--- config.mk ---
export PLATFORM = sky130hd
export DESIGN_NAME = rv_board_status
export DESIGN_NICKNAME = d
export VERILOG_FILES = /design/src/rtl/rv_board_status.sv
export SDC_FILE = /design/constraint.sdc
export NUM_CORES = 1
export LEC_CHECK = 0
export CAP_MARGIN = 20
export CORE_MARGIN = 2
export CORE_UTILIZATION = 30
export CTS_BUF_LIST = sky130_fd_sc_hd__clkbuf_16
export CTS_CLUSTER_SIZE = 16
export DETAILED_ROUTE_END_ITERATION = 12
export PLACE_DENSITY = 0.51
export SYNTH_ARGS = -nofsm -noshare
export SYNTH_HDL_FRONTEND = slang
export SYNTH_SLANG_ARGS = --single-unit
--- constraint.sdc ---
create_clock -name clk -period 6.2 [get_ports clk]
set_clock_uncertainty 0.05 [all_clocks]
set_input_delay 0.93 -clock clk [delete_from_list [all_inputs] [get_ports clk]]
set_output_delay 0.93 -clock clk [all_outputs]
set_load 0.02 [all_outputs]
--- src/rtl/rv_board_status.sv ---
// Board bring-up status block: sequences the downstream core reset, tracks halt,
// and drives status LEDs with per-channel level/latch/stretch/heartbeat behaviour.
module rv_board_status #(
    parameter int CLOCK_FREQ      = 100_000_000,
    parameter int NUM_LEDS        = 2,
    parameter int RST_HOLD_CYCLES = 16,
    parameter int BLINK_HZ        = 2,
    parameter int STRETCH_MS      = 50
) (
    input  logic                  clk,
    input  logic                  rst,
    input  logic                  en,
    input  logic                  ebreak,
    input  logic                  clr,
    input  logic [NUM_LEDS-1:0]   evt,
    input  logic [2*NUM_LEDS-1:0] mode,
    output logic                  core_rst_n,
    output logic                  halted,
    output logic [NUM_LEDS-1:0]   led
);
    localparam int BLINK_HALF     = CLOCK_FREQ / (2 * BLINK_HZ);
    localparam int STRETCH_CYCLES = (CLOCK_FREQ / 1000) * STRETCH_MS;
    localparam int SC_W = $clog2(STRETCH_CYCLES + 1);
    localparam int HB_W = (BLINK_HALF > 1) ? $clog2(BLINK_HALF) : 1;
    localparam int HC_W = (RST_HOLD_CYCLES > 1) ? $clog2(RST_HOLD_CYCLES) : 1;

    localparam logic [SC_W-1:0] SC_LOAD   = SC_W'(STRETCH_CYCLES);
    localparam logic [SC_W-1:0] SC_ONE    = SC_W'(1'b1);
    localparam logic [SC_W-1:0] SC_ZERO   = {SC_W{1'b0}};
    localparam logic [HB_W-1:0] HB_LAST   = HB_W'(BLINK_HALF - 1);
    localparam logic [HB_W-1:0] HB_ONE    = HB_W'(1'b1);
    localparam logic [HB_W-1:0] HB_ZERO   = {HB_W{1'b0}};
    localparam logic [HC_W-1:0] HOLD_LAST = HC_W'(RST_HOLD_CYCLES - 1);
    localparam logic [HC_W-1:0] HC_ONE    = HC_W'(1'b1);
    localparam logic [HC_W-1:0] HC_ZERO   = {HC_W{1'b0}};

    if (BLINK_HALF < 1) begin : g_bad_blink
        $error("rv_board_status: BLINK_HALF must be at least 1");
    end
    if (STRETCH_CYCLES < 1) begin : g_bad_stretch
        $error("rv_board_status: STRETCH_CYCLES must be at least 1");
    end
    if (NUM_LEDS < 1 || NUM_LEDS > 16) begin : g_bad_leds
        $error("rv_board_status: NUM_LEDS must be 1..16");
    end
    if (RST_HOLD_CYCLES < 1) begin : g_bad_hold
        $error("rv_board_status: RST_HOLD_CYCLES must be at least 1");
    end

    typedef enum logic [1:0] {
        ST_RESET = 2'd0,
        ST_HOLD  = 2'd1,
        ST_RUN   = 2'd2,
        ST_HALT  = 2'd3
    } state_t;

    state_t              r_state;
    state_t              w_state_nxt;
    logic [HC_W-1:0]     r_hold_cnt;
    logic [HC_W-1:0]     w_hold_cnt_nxt;
    logic [HB_W-1:0]     r_hb_cnt;
    logic [HB_W-1:0]     w_hb_cnt_nxt;
    logic                r_phase;
    logic                w_phase_nxt;
    logic                w_hb_led;
    logic [NUM_LEDS-1:0] r_latch;
    logic [NUM_LEDS-1:0] w_latch_nxt;
    logic [SC_W-1:0]     r_str [NUM_LEDS];
    logic [SC_W-1:0]     w_str_nxt [NUM_LEDS];
    logic [NUM_LEDS-1:0] w_led_nxt;
    logic                r_core_rst_n;
    logic                r_halted;
    logic [NUM_LEDS-1:0] r_led;

    // Sequencer state register and reset-hold counter
    always_ff @(posedge clk or posedge rst) begin
        if (rst) begin
            r_state    <= ST_RESET;
            r_hold_cnt <= HC_ZERO;
        end else begin
            r_state    <= w_state_nxt;
            r_hold_cnt <= w_hold_cnt_nxt;
        end
    end

    // Sequencer next state; a dropped enable always wins over halt and clear
    always_comb begin
        w_state_nxt    = r_state;
        w_hold_cnt_nxt = r_hold_cnt;
        case (r_state)
            ST_RESET: begin
                w_state_nxt    = ST_HOLD;
                w_hold_cnt_nxt = HC_ZERO;
            end
            ST_HOLD: begin
                if (!en) begin
                    w_hold_cnt_nxt = HC_ZERO;
                end else if (r_hold_cnt == HOLD_LAST) begin
                    w_state_nxt    = ST_RUN;
                    w_hold_cnt_nxt = HC_ZERO;
                end else begin
                    w_hold_cnt_nxt = r_hold_cnt + HC_ONE;
                end
            end
            ST_RUN: begin
                if (!en) begin
                    w_state_nxt    = ST_HOLD;
                    w_hold_cnt_nxt = HC_ZERO;
                end else if (ebreak) begin
                    w_state_nxt = ST_HALT;
                end else begin
                    w_state_nxt = ST_RUN;
                end
            end
            ST_HALT: begin
                if (!en || clr) begin
                    w_state_nxt    = ST_HOLD;
                    w_hold_cnt_nxt = HC_ZERO;
                end else begin
                    w_state_nxt = ST_HALT;
                end
            end
            default: begin
                w_state_nxt    = ST_RESET;
                w_hold_cnt_nxt = HC_ZERO;
            end
        endcase
    end

    // Heartbeat phase and per-channel latch/stretch/LED selection
    always_comb begin
        w_hb_cnt_nxt = (r_hb_cnt == HB_LAST) ? HB_ZERO : (r_hb_cnt + HB_ONE);
        w_phase_nxt  = r_phase ^ (r_hb_cnt == HB_LAST);
        w_latch_nxt  = r_latch;
        w_led_nxt    = {NUM_LEDS{1'b0}};
        if (w_state_nxt == ST_HALT) begin
            w_hb_led = 1'b1;
        end else if (w_state_nxt == ST_RUN) begin
            w_hb_led = w_phase_nxt;
        end else begin
            w_hb_led = 1'b0;
        end
        for (int i = 0; i < NUM_LEDS; i++) begin
            // latch and stretch state keep running whatever the mode, so a mode switch loses nothing
            w_latch_nxt[i] = evt[i] | (r_latch[i] & ~clr);
            if (evt[i]) begin
                w_str_nxt[i] = SC_LOAD;
            end else if (r_str[i] != SC_ZERO) begin
                w_str_nxt[i] = r_str[i] - SC_ONE;
            end else begin
                w_str_nxt[i] = SC_ZERO;
            end
            case (mode[2*i +: 2])
                2'b00:   w_led_nxt[i] = evt[i];
                2'b01:   w_led_nxt[i] = w_latch_nxt[i];
                2'b10:   w_led_nxt[i] = (w_str_nxt[i] != SC_ZERO);
                2'b11:   w_led_nxt[i] = w_hb_led;
                default: w_led_nxt[i] = 1'b0;
            endcase
        end
    end

    // Channel state and registered outputs
    always_ff @(posedge clk or posedge rst) begin
        if (rst) begin
            r_hb_cnt     <= HB_ZERO;
            r_phase      <= 1'b0;
            r_latch      <= {NUM_LEDS{1'b0}};
            r_core_rst_n <= 1'b0;
            r_halted     <= 1'b0;
            r_led        <= {NUM_LEDS{1'b0}};
            for (int i = 0; i < NUM_LEDS; i++) begin
                r_str[i] <= SC_ZERO;
            end
        end else begin
            r_hb_cnt     <= w_hb_cnt_nxt;
            r_phase      <= w_phase_nxt;
            r_latch      <= w_latch_nxt;
            r_core_rst_n <= (w_state_nxt == ST_RUN) || (w_state_nxt == ST_HALT);
            r_halted     <= (w_state_nxt == ST_HALT);
            r_led        <= w_led_nxt;
            for (int i = 0; i < NUM_LEDS; i++) begin
                r_str[i] <= w_str_nxt[i];
            end
        end
    end

    assign core_rst_n = r_core_rst_n;
    assign halted     = r_halted;
    assign led        = r_led;

endmodule

==> metrics.log <==
INFO  metric run_status = complete, no violations
INFO  metric via_count_of_the_first_global_routing_pass = 3,539
INFO  metric routedWlPerCell = 14.6 um
INFO  metric die_width = 126 um
INFO  metric post-route-worst-setup-slack = 3.23 ns
INFO  metric detailedRoute.firstPassIterationCount = 4
INFO  metric fraction_of_met2_tracks_used_by_global_routing = 20.4%
INFO  metric finalPower = 1.27 mW
INFO  metric min_path_type = flop to flop
INFO  metric fin_hold_ws = 0.402 ns
INFO  metric seq_area_frac_synth = 47.4%
INFO  metric initialDrtViolationCount = 289
INFO  metric nNetsFinal = 489
INFO  metric clkLatencyLatePin = 0.35 ns
INFO  metric setup_violating_endpoint_count_in_the_final_report = 0
INFO  metric via_per_inst = 5.18
INFO  metric power-per-cell-area = 253 mW/mm^2
INFO  metric setup.worst_path.class = flop to flop
INFO  metric remaining_drc_errors = 0
INFO  metric grt_first_pass_wirelength = 16.9 mm
INFO  metric ir_drop = 130 uV
INFO  metric most_numerous_cell_in_the_yosys_netlist = sky130_fd_sc_hd__dfrtp_1
INFO  metric unrepaired_setup_endpoints_after_global_routing = no
INFO  metric totalNegativeSetupSlack = 0 ns
INFO  metric post_synth.cell_area_avg = 9.68 sq um
INFO  metric antenna-diode-count = 0
INFO  metric layoutNonFillerInstCount = 660
INFO  metric grt.busiest_layer = met2
INFO  metric critical_path.max_fanout = 10
INFO  metric fp.dieArea = 0.0158 sq mm
INFO  metric max_cap_violations = 0
INFO  metric post_synth_instance_area = 0.00443 sq mm
INFO  metric cts_max_path_buffers = 2
INFO  metric syn-instance-count = 458
INFO  metric ys.warnings.count = 0
INFO  metric kind_of_launch_point_of_the_worst_setup_path = flop
INFO  metric global_route_met1_usage = 17.0%
INFO  metric htreeDepth = 3
INFO  metric leakagePower = 1.96 nW
INFO  metric reg2reg_setup_slack = 3.23 ns
INFO  metric clk_transition_reported_paths = 0.06 ns
INFO  metric final.period_utilization = 47.8%
INFO  metric vias = 3,419
INFO  metric dominantRegCellSynth = sky130_fd_sc_hd__dfrtp_1
INFO  metric critical_path_required = 6.36 ns
INFO  metric cts.sinks = 84
INFO  metric number_of_library_cell_types_mapped_by_synthesis = 54
INFO  metric number_of_port_buffers = 14
INFO  metric layout_cells_sized_above_1 = 7.35%
INFO  metric postRouteAntennaNets = 0
INFO  metric timing.fmax = 337 MHz
INFO  metric place_worst_setup_slack = 3.15 ns
INFO  metric grt_use_met3 = 3.68%
INFO  metric hold_violations = 0
INFO  metric detailed_place_hpwl = 6.67 mm
INFO  metric max_slew.worst_pin.slew = 0.897 ns
INFO  metric number_of_flops_mapped_to_enable_cells_by_yosys = 0
INFO  metric dpl.cell_count = 645
INFO  metric global_route.overflow_total = 0
INFO  metric cts_hold_buf = 0
INFO  metric area_growth_from_synthesis_to_final_layout = 13.6%
INFO  metric gr-usage-all-layers = 13.0%
INFO  metric synthesis.nets = 475
INFO  metric post_cts_repair_setup_buffers = 0
INFO  metric postSynthRegisterBits = 84
INFO  metric start_util = 30.6%
INFO  metric slew_headroom = 39.7%
INFO  metric endpoint_kind = flop
INFO  metric floorplan.die.height = 126 um
INFO  metric core.rowCount = 44
INFO  metric cts_root_buffer = sky130_fd_sc_hd__clkbuf_16
INFO  metric grt_antenna_before_repair = 0
INFO  metric synth.area.top_cells = sky130_fd_sc_hd__dfrtp_1 47%, sky130_fd_sc_hd__xor2_1 6.1%, sky130_fd_sc_hd__nor2_1 5.3%
INFO  metric ys_async_sr_fraction = 100%
INFO  metric slew_viol_final = 0
INFO  metric timing.critical_path.arrival = 3.13 ns
INFO  metric min_period = 2.97 ns
INFO  metric synthDominantAreaCellType = sky130_fd_sc_hd__dfrtp_1
INFO  metric yosys.area.top_type_share = 47.4%
INFO  metric maximum_number_of_pins_on_one_net_before_global_route_repair = 67
INFO  metric cts_tree = done
INFO  metric gp_congestion = 0.792
INFO  metric fp.coreArea = 0.0145 sq mm
INFO  metric cts_inserted_buffers = 9
INFO  metric synth.cells.most_frequent = 84 x sky130_fd_sc_hd__dfrtp_1, 63 x sky130_fd_sc_hd__nor2_1, 32 x sky130_fd_sc_hd__nand2_1, 31 x sky130_fd_sc_hd__xor2_1, 24 x sky130_fd_sc_hd__xnor2_1
INFO  metric finalWirelength = 9.62 mm
INFO  metric cts.repair.resized = 0
INFO  metric ioPinCount = 15
## state kept, by name (all words and copies together), names as in the netlist
| register | cells |
|---|---|
| r_str | 46 |
| r_hb_cnt | 25 |
| r_hold_cnt | 4 |
| led | 2 |
| r_latch | 2 |
| r_state | 2 |
| core_rst_n | 1 |
| halted | 1 |
| r_phase | 1 |
## critical path, cell delays in order (launching register included)
cell and delay, ns:
sky130_fd_sc_hd__dfrtp_1 0.47, sky130_fd_sc_hd__inv_1 0.12, sky130_fd_sc_hd__ha_1 0.37, sky130_fd_sc_hd__nor3b_1 0.68, sky130_fd_sc_hd__nand4_1 0.29, sky130_fd_sc_hd__mux2i_1 0.23, sky130_fd_sc_hd__nor3_1 0.08, sky130_fd_sc_hd__a2111oi_1 0.42
sky130_fd_sc_hd__a21oi_1 0.12
## cell type report
| class | instances | area (sq um) |
|---|---|---|
| clock buffers | 9 | 225 |
| clock inverters | 6 | 48.8 |
| fillers | 1470 | 9440 |
| inverters | 9 | 35.0 |
| multi-input cells | 350 | 2220 |
| flip-flops and latches | 84 | 2100 |
| well taps | 184 | 230 |
| repair buffers | 18 | 174 |
## path summary, 6_finish.rpt
path / startpoint / to / cells after the start
max in group asynchronous: rst / r_str[31] / 3
worst min-delay path: r_hb_cnt[0] / r_hb_cnt[0] / 1
worst max register to register: r_str[0] / led[1] / 8
worst max-delay path: r_str[0] / led[1] / 8
min in group asynchronous: rst / r_str[2] / 2
worst min register to register: r_hb_cnt[0] / r_hb_cnt[0] / 1
## logic make-up (layout without fill, tap and decap cells)
| family | count (synthesis) | count (layout) | synth area share, % |
|---|---|---|---|
| mux | 2 | 2 | 0.480 |
| fa+ha+maj | 6 | 6 | 1.69 |
| flops | 84 | 84 | 47.4 |
| xor+xnor | 55 | 55 | 10.9 |
| simple gates | 209 | 209 | 25.1 |
| buf+inv | 24 | 42 | 2.46 |
| compound gates | 78 | 78 | 12.0 |
## per-stage QoR
step	instance area, sq um	utilization [%]
2_1_floorplan	4430	-
3_3_place_gp	4750	32.8
3_5_place_dp	4760	32.9
4_1_cts	5040	34.8
5_1_grt	5040	34.8
6_report	5040	34.8
## layer usage
| metal | vias to the layer above | share of wire, % |
|---|---|---|
| met3 | 21 | 2.9 |
| li1 | 1666 | - |
| met4 | 0 | 2.3 |
| met1 | 1683 | 49 |
| met5 | - | 0 |
| met2 | 49 | 46 |
## placed cells by master, fill, tap and decap left out, types with 4 or more instances in the layout
cell type,Yosys,layout
sky130_fd_sc_hd__or2_2,8,8
sky130_fd_sc_hd__inv_1,9,10
sky130_fd_sc_hd__nand2_1,32,32
sky130_fd_sc_hd__o21bai_1,12,12
sky130_fd_sc_hd__dfrtp_1,84,84
sky130_fd_sc_hd__nor3_1,13,13
sky130_fd_sc_hd__clkdlybuf4s50_1,0,14
sky130_fd_sc_hd__and2_1,4,4
sky130_fd_sc_hd__or3_1,7,7
sky130_fd_sc_hd__ha_1,6,6
sky130_fd_sc_hd__xor2_1,31,31
sky130_fd_sc_hd__and3_1,4,4
sky130_fd_sc_hd__o21ai_0,14,14
sky130_fd_sc_hd__nand3_1,16,16
sky130_fd_sc_hd__xnor2_1,24,24
sky130_fd_sc_hd__a21o_1,9,9
sky130_fd_sc_hd__a31oi_1,5,5
sky130_fd_sc_hd__nor3b_1,4,4
sky130_fd_sc_hd__nand4_1,16,16
sky130_fd_sc_hd__clkbuf_16,0,9
sky130_fd_sc_hd__nor2_1,63,63
sky130_fd_sc_hd__or4_1,7,7
sky130_fd_sc_hd__nor4_1,14,14
sky130_fd_sc_hd__a21oi_1,15,15
sky130_fd_sc_hd__o31ai_1,7,7
## where the power goes
part,switching [mW],internal (mW)
combinational,0.0881,0.0636
sequential,0.0367,0.571
clock,0.212,0.303
total,0.337,0.938
Power figures use the tool's default switching activity.
==> variant 1: new RTL, same settings <==
Register the inputs `en`, `ebreak`, `clr`, `evt` and `mode` before use, cleared by the reset. The logic sees them one clock later.
--- a/src/rtl/rv_board_status.sv
+++ b/src/rtl/rv_board_status.sv
@@ -35,4 +35,26 @@
     localparam logic [HC_W-1:0] HC_ZERO   = {HC_W{1'b0}};
 
+    logic en_q;
+    logic ebreak_q;
+    logic clr_q;
+    logic [NUM_LEDS-1:0] evt_q;
+    logic [2*NUM_LEDS-1:0] mode_q;
+
+    always_ff @(posedge clk or posedge rst) begin
+        if (rst) begin
+            en_q     <= '0;
+            ebreak_q <= '0;
+            clr_q    <= '0;
+            evt_q    <= '0;
+            mode_q   <= '0;
+        end else begin
+            en_q     <= en;
+            ebreak_q <= ebreak;
+            clr_q    <= clr;
+            evt_q    <= evt;
+            mode_q   <= mode;
+        end
+    end
+
     if (BLINK_HALF < 1) begin : g_bad_blink
         $error("rv_board_status: BLINK_HALF must be at least 1");
@@ -94,5 +116,5 @@
             end
             ST_HOLD: begin
-                if (!en) begin
+                if (!en_q) begin
                     w_hold_cnt_nxt = HC_ZERO;
                 end else if (r_hold_cnt == HOLD_LAST) begin
@@ -104,8 +126,8 @@
             end
             ST_RUN: begin
-                if (!en) begin
+                if (!en_q) begin
                     w_state_nxt    = ST_HOLD;
                     w_hold_cnt_nxt = HC_ZERO;
-                end else if (ebreak) begin
+                end else if (ebreak_q) begin
                     w_state_nxt = ST_HALT;
                 end else begin
@@ -114,5 +136,5 @@
             end
             ST_HALT: begin
-                if (!en || clr) begin
+                if (!en_q || clr_q) begin
                     w_state_nxt    = ST_HOLD;
                     w_hold_cnt_nxt = HC_ZERO;
@@ -143,6 +165,6 @@
         for (int i = 0; i < NUM_LEDS; i++) begin
             // latch and stretch state keep running whatever the mode, so a mode switch loses nothing
-            w_latch_nxt[i] = evt[i] | (r_latch[i] & ~clr);
-            if (evt[i]) begin
+            w_latch_nxt[i] = evt_q[i] | (r_latch[i] & ~clr_q);
+            if (evt_q[i]) begin
                 w_str_nxt[i] = SC_LOAD;
             end else if (r_str[i] != SC_ZERO) begin
@@ -151,6 +173,6 @@
                 w_str_nxt[i] = SC_ZERO;
             end
-            case (mode[2*i +: 2])
-                2'b00:   w_led_nxt[i] = evt[i];
+            case (mode_q[2*i +: 2])
+                2'b00:   w_led_nxt[i] = evt_q[i];
                 2'b01:   w_led_nxt[i] = w_latch_nxt[i];
                 2'b10:   w_led_nxt[i] = (w_str_nxt[i] != SC_ZERO);
Check against the original RTL: not equivalent (Yosys sat finds a counterexample within 4 cycles, from zero or initial values and one cycle with rst high).
==> variant 1 against the unedited design <==
Area after synthesis is 6.4% higher. Maximum frequency is 15% lower. First-iteration DRC count is 23% lower. Core utilization is 0.65 points higher. Sequential power is 9.9% higher. Sequential cell count is 9 higher. Total power is 9.4% higher. Wire length is 1.8% higher. Cell area is 7.4% higher. Worst setup slack worse by 520 ps. Final cell count is 6.8% higher. Critical endpoint is now led[0]$_DFF_PP0_.
==> variant 1: results (changes against the unedited design) <==
Status
  • Status: finished, final reports clean

Setup path
  • CP arrival: 3640 ps (+510 ps)
  • Crit Path Max Fanout: 14 (+4)
  • Max stage delay on crit path: 880 ps (+200 ps)
  • Critical Path Slowest Stage Cell: o41ai_4

Global routing
  • Met1 global-route usage: 16.9% (-0.080 points)
  • Met2 usage: 19.9% (-0.57 points)
  • Met3 global-route usage: 4.13% (+0.45 points)
  • GRT Overall Usage: 12.8% (-0.21 points)
  • Largest net degree at the start of global routing: 81 (+21%)
  • First-pass GRT wire length: 16,900 microns (about the same)
  • Vias in the first global route: 3,458 (-2.3%)

Route
  • Via-to-Cell Ratio: 4.95 (-4.4%)
  • Met3 WL: 441 microns (+59%)
  • Initial DRC Count: 222 (-23%)
  • Routed WL: 9790 microns (+1.8%)
  • 1st-pass router iterations: 6 (+2)
  • Wl on met1: 4720 microns (-0.25%)

Place
  • RePlAce Congestion: 0.797 (+0.54%)
  • Post-DP HPWL: 6640 microns (-0.49%)
  • Placed cell areas: 0.00507 sq mm (+6.5%)
  • Placement Setup Slack: 2710 ps (-442 ps)

Synth
  • Post-Syn Instances: 479 (+4.6%)
  • Sequential element share of the synthesized area: 49.3% (+1.9 points)
  • Synth top cells by count: 93 x dfrtp_1, 69 x nor2_1, 33 x xnor2_1
  • Top cells by area, synth: dfrtp_1 49%, xnor2_1 6.1%, nor2_1 5.5%
  • Unique masters post-synth: 56 (+3.7%)

Pwr
  • Pleak: 0.00216 uW (+10%)
  • Cell Int Power: 1050 uW (+12%)

Hold path
  • Hold_sp: r_hold_cnt[3]$_DFFE_PP0P_

Final layout
  • Final Util: 35.4% (+0.65 points)
  • Biggest registers after layout: r_str: 46 flops, r_hb_cnt: 25 flops
  • Nets: 507 (+3.7%)
  • Non-Filler Instances: 705 (+6.8%)
  • Fillers: 1,529 (+4.0%)

Timing
  • Worst-Margin Slew: 881 ps (-15.8 ps)
variant 1: cell types whose count changed after synthesis, moves of 5 or more:
cell      before  now
xor2_1        31   26
nand4_1       16    2
clkbuf_1      10   17
a21oi_1       15    9
nor3_1        13   19
xnor2_1       24   33
nor2_1        63   69
a21o_1         9    2
nand2_1       32   26
o21ai_0       14   26
nor3b_1        4    9
dfrtp_1       84   93
variant 1: area by class of cell:
type / count / share of cell area (%)
Sequential cell: 93 / 43.0
Clock buffer: 9 / 4.17
Timing Repair Buffer: 19 / 3.66
Multi-Input combinational cell: 357 / 42.0
Clock inverter: 6 / 1.48
Inverter: 10 / 0.741
Tap cell: 211 / 4.88
variant 1: power groups by stage:
stage	sequential, uW	clock, uW	combinational [uW]
finish	668	574	153
global route	673	619	174
CTS	667	595	153
global placement	676	0	152
floorplan	665	0	125
detailed placement	678	0	152
variant 1: final timing paths:
path                                              to  cells past startpoint  slack (ps)
setup / recovery                    led[0]$_DFF_PP0_                      7        2720
hold / removal             r_hold_cnt[3]$_DFFE_PP0P_                      1         430
setup reg to reg                    led[0]$_DFF_PP0_                      7        2720
hold reg to reg            r_hold_cnt[3]$_DFFE_PP0P_                      1         430
max in group asynchronous        r_str[44]$_DFF_PP0_                      4        4460
min in group asynchronous     r_hb_cnt[14]$_DFF_PP0_                      2         800
variant 1: logic make-up after synthesis:
| kind of cell | synth area share, % |
|---|---|
| flops | 49.3 |
| buf+inv | 2.49 |
| mux | 0.451 |
| simple gates | 24.1 |
| xor+xnor | 11.0 |
| compound gates | 11.1 |
| fa+ha+maj | 1.59 |
variant 1: worst register-to-register path: stages, from the launching register on:
cell,delay [ps]
dfrtp_1,420
or4_4,580
or3_1,490
o41ai_4,880
nor2_2,100
or4_4,510
a2111oi_4,190
a31oi_1,120
==> variant 2: new RTL, same flow settings <==
Without the edit above. The parameter `NUM_LEDS` goes from 2 to 4.
--- a/src/rtl/rv_board_status.sv
+++ b/src/rtl/rv_board_status.sv
@@ -3,5 +3,5 @@
 module rv_board_status #(
     parameter int CLOCK_FREQ      = 100_000_000,
-    parameter int NUM_LEDS        = 2,
+    parameter int NUM_LEDS        = 4,
     parameter int RST_HOLD_CYCLES = 16,
     parameter int BLINK_HZ        = 2,
Ports: changed (resized evt, led and mode); port bits go from 15 to 23. No check against the original RTL was run, so the function may have changed too.
==> variant 2 against the unedited design <==
Synthesized cell count grew 70%. Wire length grew 73%. Maximum frequency shrank 7.3%. Die area grew 64%. Sequential power grew 63%. Cell area grew 70%. Worst setup slack lost 230 ps. Sequential share of layout area shrank 2.5 points. Total power grew 86%. Area after synthesis grew 66%. Sequential cell count grew 50. Critical path type unchanged.
==> variant 2: results (changes against the unedited design) <==
Global routing
  • Met3 global-route usage: 2.79% (-0.89 points)
  • GRT Overall Usage: 13.5% (+0.52 points)

Synth
  • Synth top cells by count: 134 x dfrtp_1, 113 x nor2_1, 67 x xnor2_1, 40 x nand2_1, 40 x o21ai_0

Final layout
  • Fillers: 2,452 (+67%)
  • Non-clock buffer share: 2.97% (-0.48 points)
  • Nets: 822 (+68%)
  • Area delta synth->final: 16.2%
  • Clock buf/inv share: 7.45% (+2.0 points)
  • Layout cells sized above 1: 6.31% (-1.0 points)
  • Non-clock inverter count: 24 (+15)
  • Clkbuf count: 17 (+8)
  • Non-CTS buffers: 26 (+8)
  • Multi-In Gates: 592 (+69%)

Clock tree
  • Clock latency on the worst-skew pair: 420 ps (+70 ps)

Place
  • Placed Instances: 1,100 (+71%)
  • Placed cell areas: 0.00792 sq mm (+66%)
  • RePlAce Congestion: 0.803 (+1.4%)
  • Placement Setup Slack: 3010 ps (-143 ps)
  • PortBufs: 22 (+8)

Route
  • Met2 wire len: 7670 microns (+75%)
  • 1st-pass router iterations: 5 (+1)
  • Initial DRC Count: 371 (+28%)
  • Via count: 5,665 (+66%)
  • Wl on met1: 8280 microns (+75%)
  • Met3 WL: 490 microns (+76%)

Timing
  • Final worst-path cycle share: 51.6% (+3.7 points)
  • Worst-Margin Slew: 981 ps (+84.4 ps)
  • Min Hold Slack: 404 ps (+2.75 ps)

Setup path
  • CP arrival: 3450 ps (+320 ps)
  • FF-to-FF path depth: 9 (+1)
  • Reg2reg setup slack: 3000 ps (-230 ps)
  • Crit Path Max Fanout: 7 (-3)

Status
  • Status: finished, final reports clean

Pwr
  • VDD IR max: 116 uV (-10%)
## variant 2: kinds of logic (layout without fill, tap and decap cells)
family	count (synthesis)	after routing	synth area share [%]
flops	134	134	45.6
fa+ha+maj	10	10	1.70
xor+xnor	101	101	12.0
simple gates	345	345	25.6
buf+inv	52	82	2.70
mux	2	2	0.289
compound gates	134	134	12.2
## variant 2: report_power, final
group / internal (uW) / switching (uW) / leakage (uW)
clock network: 709 / 390 / 0.000308
logic: 118 / 163 / 0.00124
registers: 920 / 73.3 / 0.00164
## variant 2: worst min path at each step
stage                      startpoint           endpoint  cells after the start
floorplan           r_phase$_DFF_PP0_  r_phase$_DFF_PP0_                      1
global route        r_phase$_DFF_PP0_  r_phase$_DFF_PP0_                      1
detailed placement  r_phase$_DFF_PP0_  r_phase$_DFF_PP0_                      1
global placement    r_phase$_DFF_PP0_  r_phase$_DFF_PP0_                      1
CTS                 r_phase$_DFF_PP0_  r_phase$_DFF_PP0_                      1
finish              r_phase$_DFF_PP0_  r_phase$_DFF_PP0_                      1
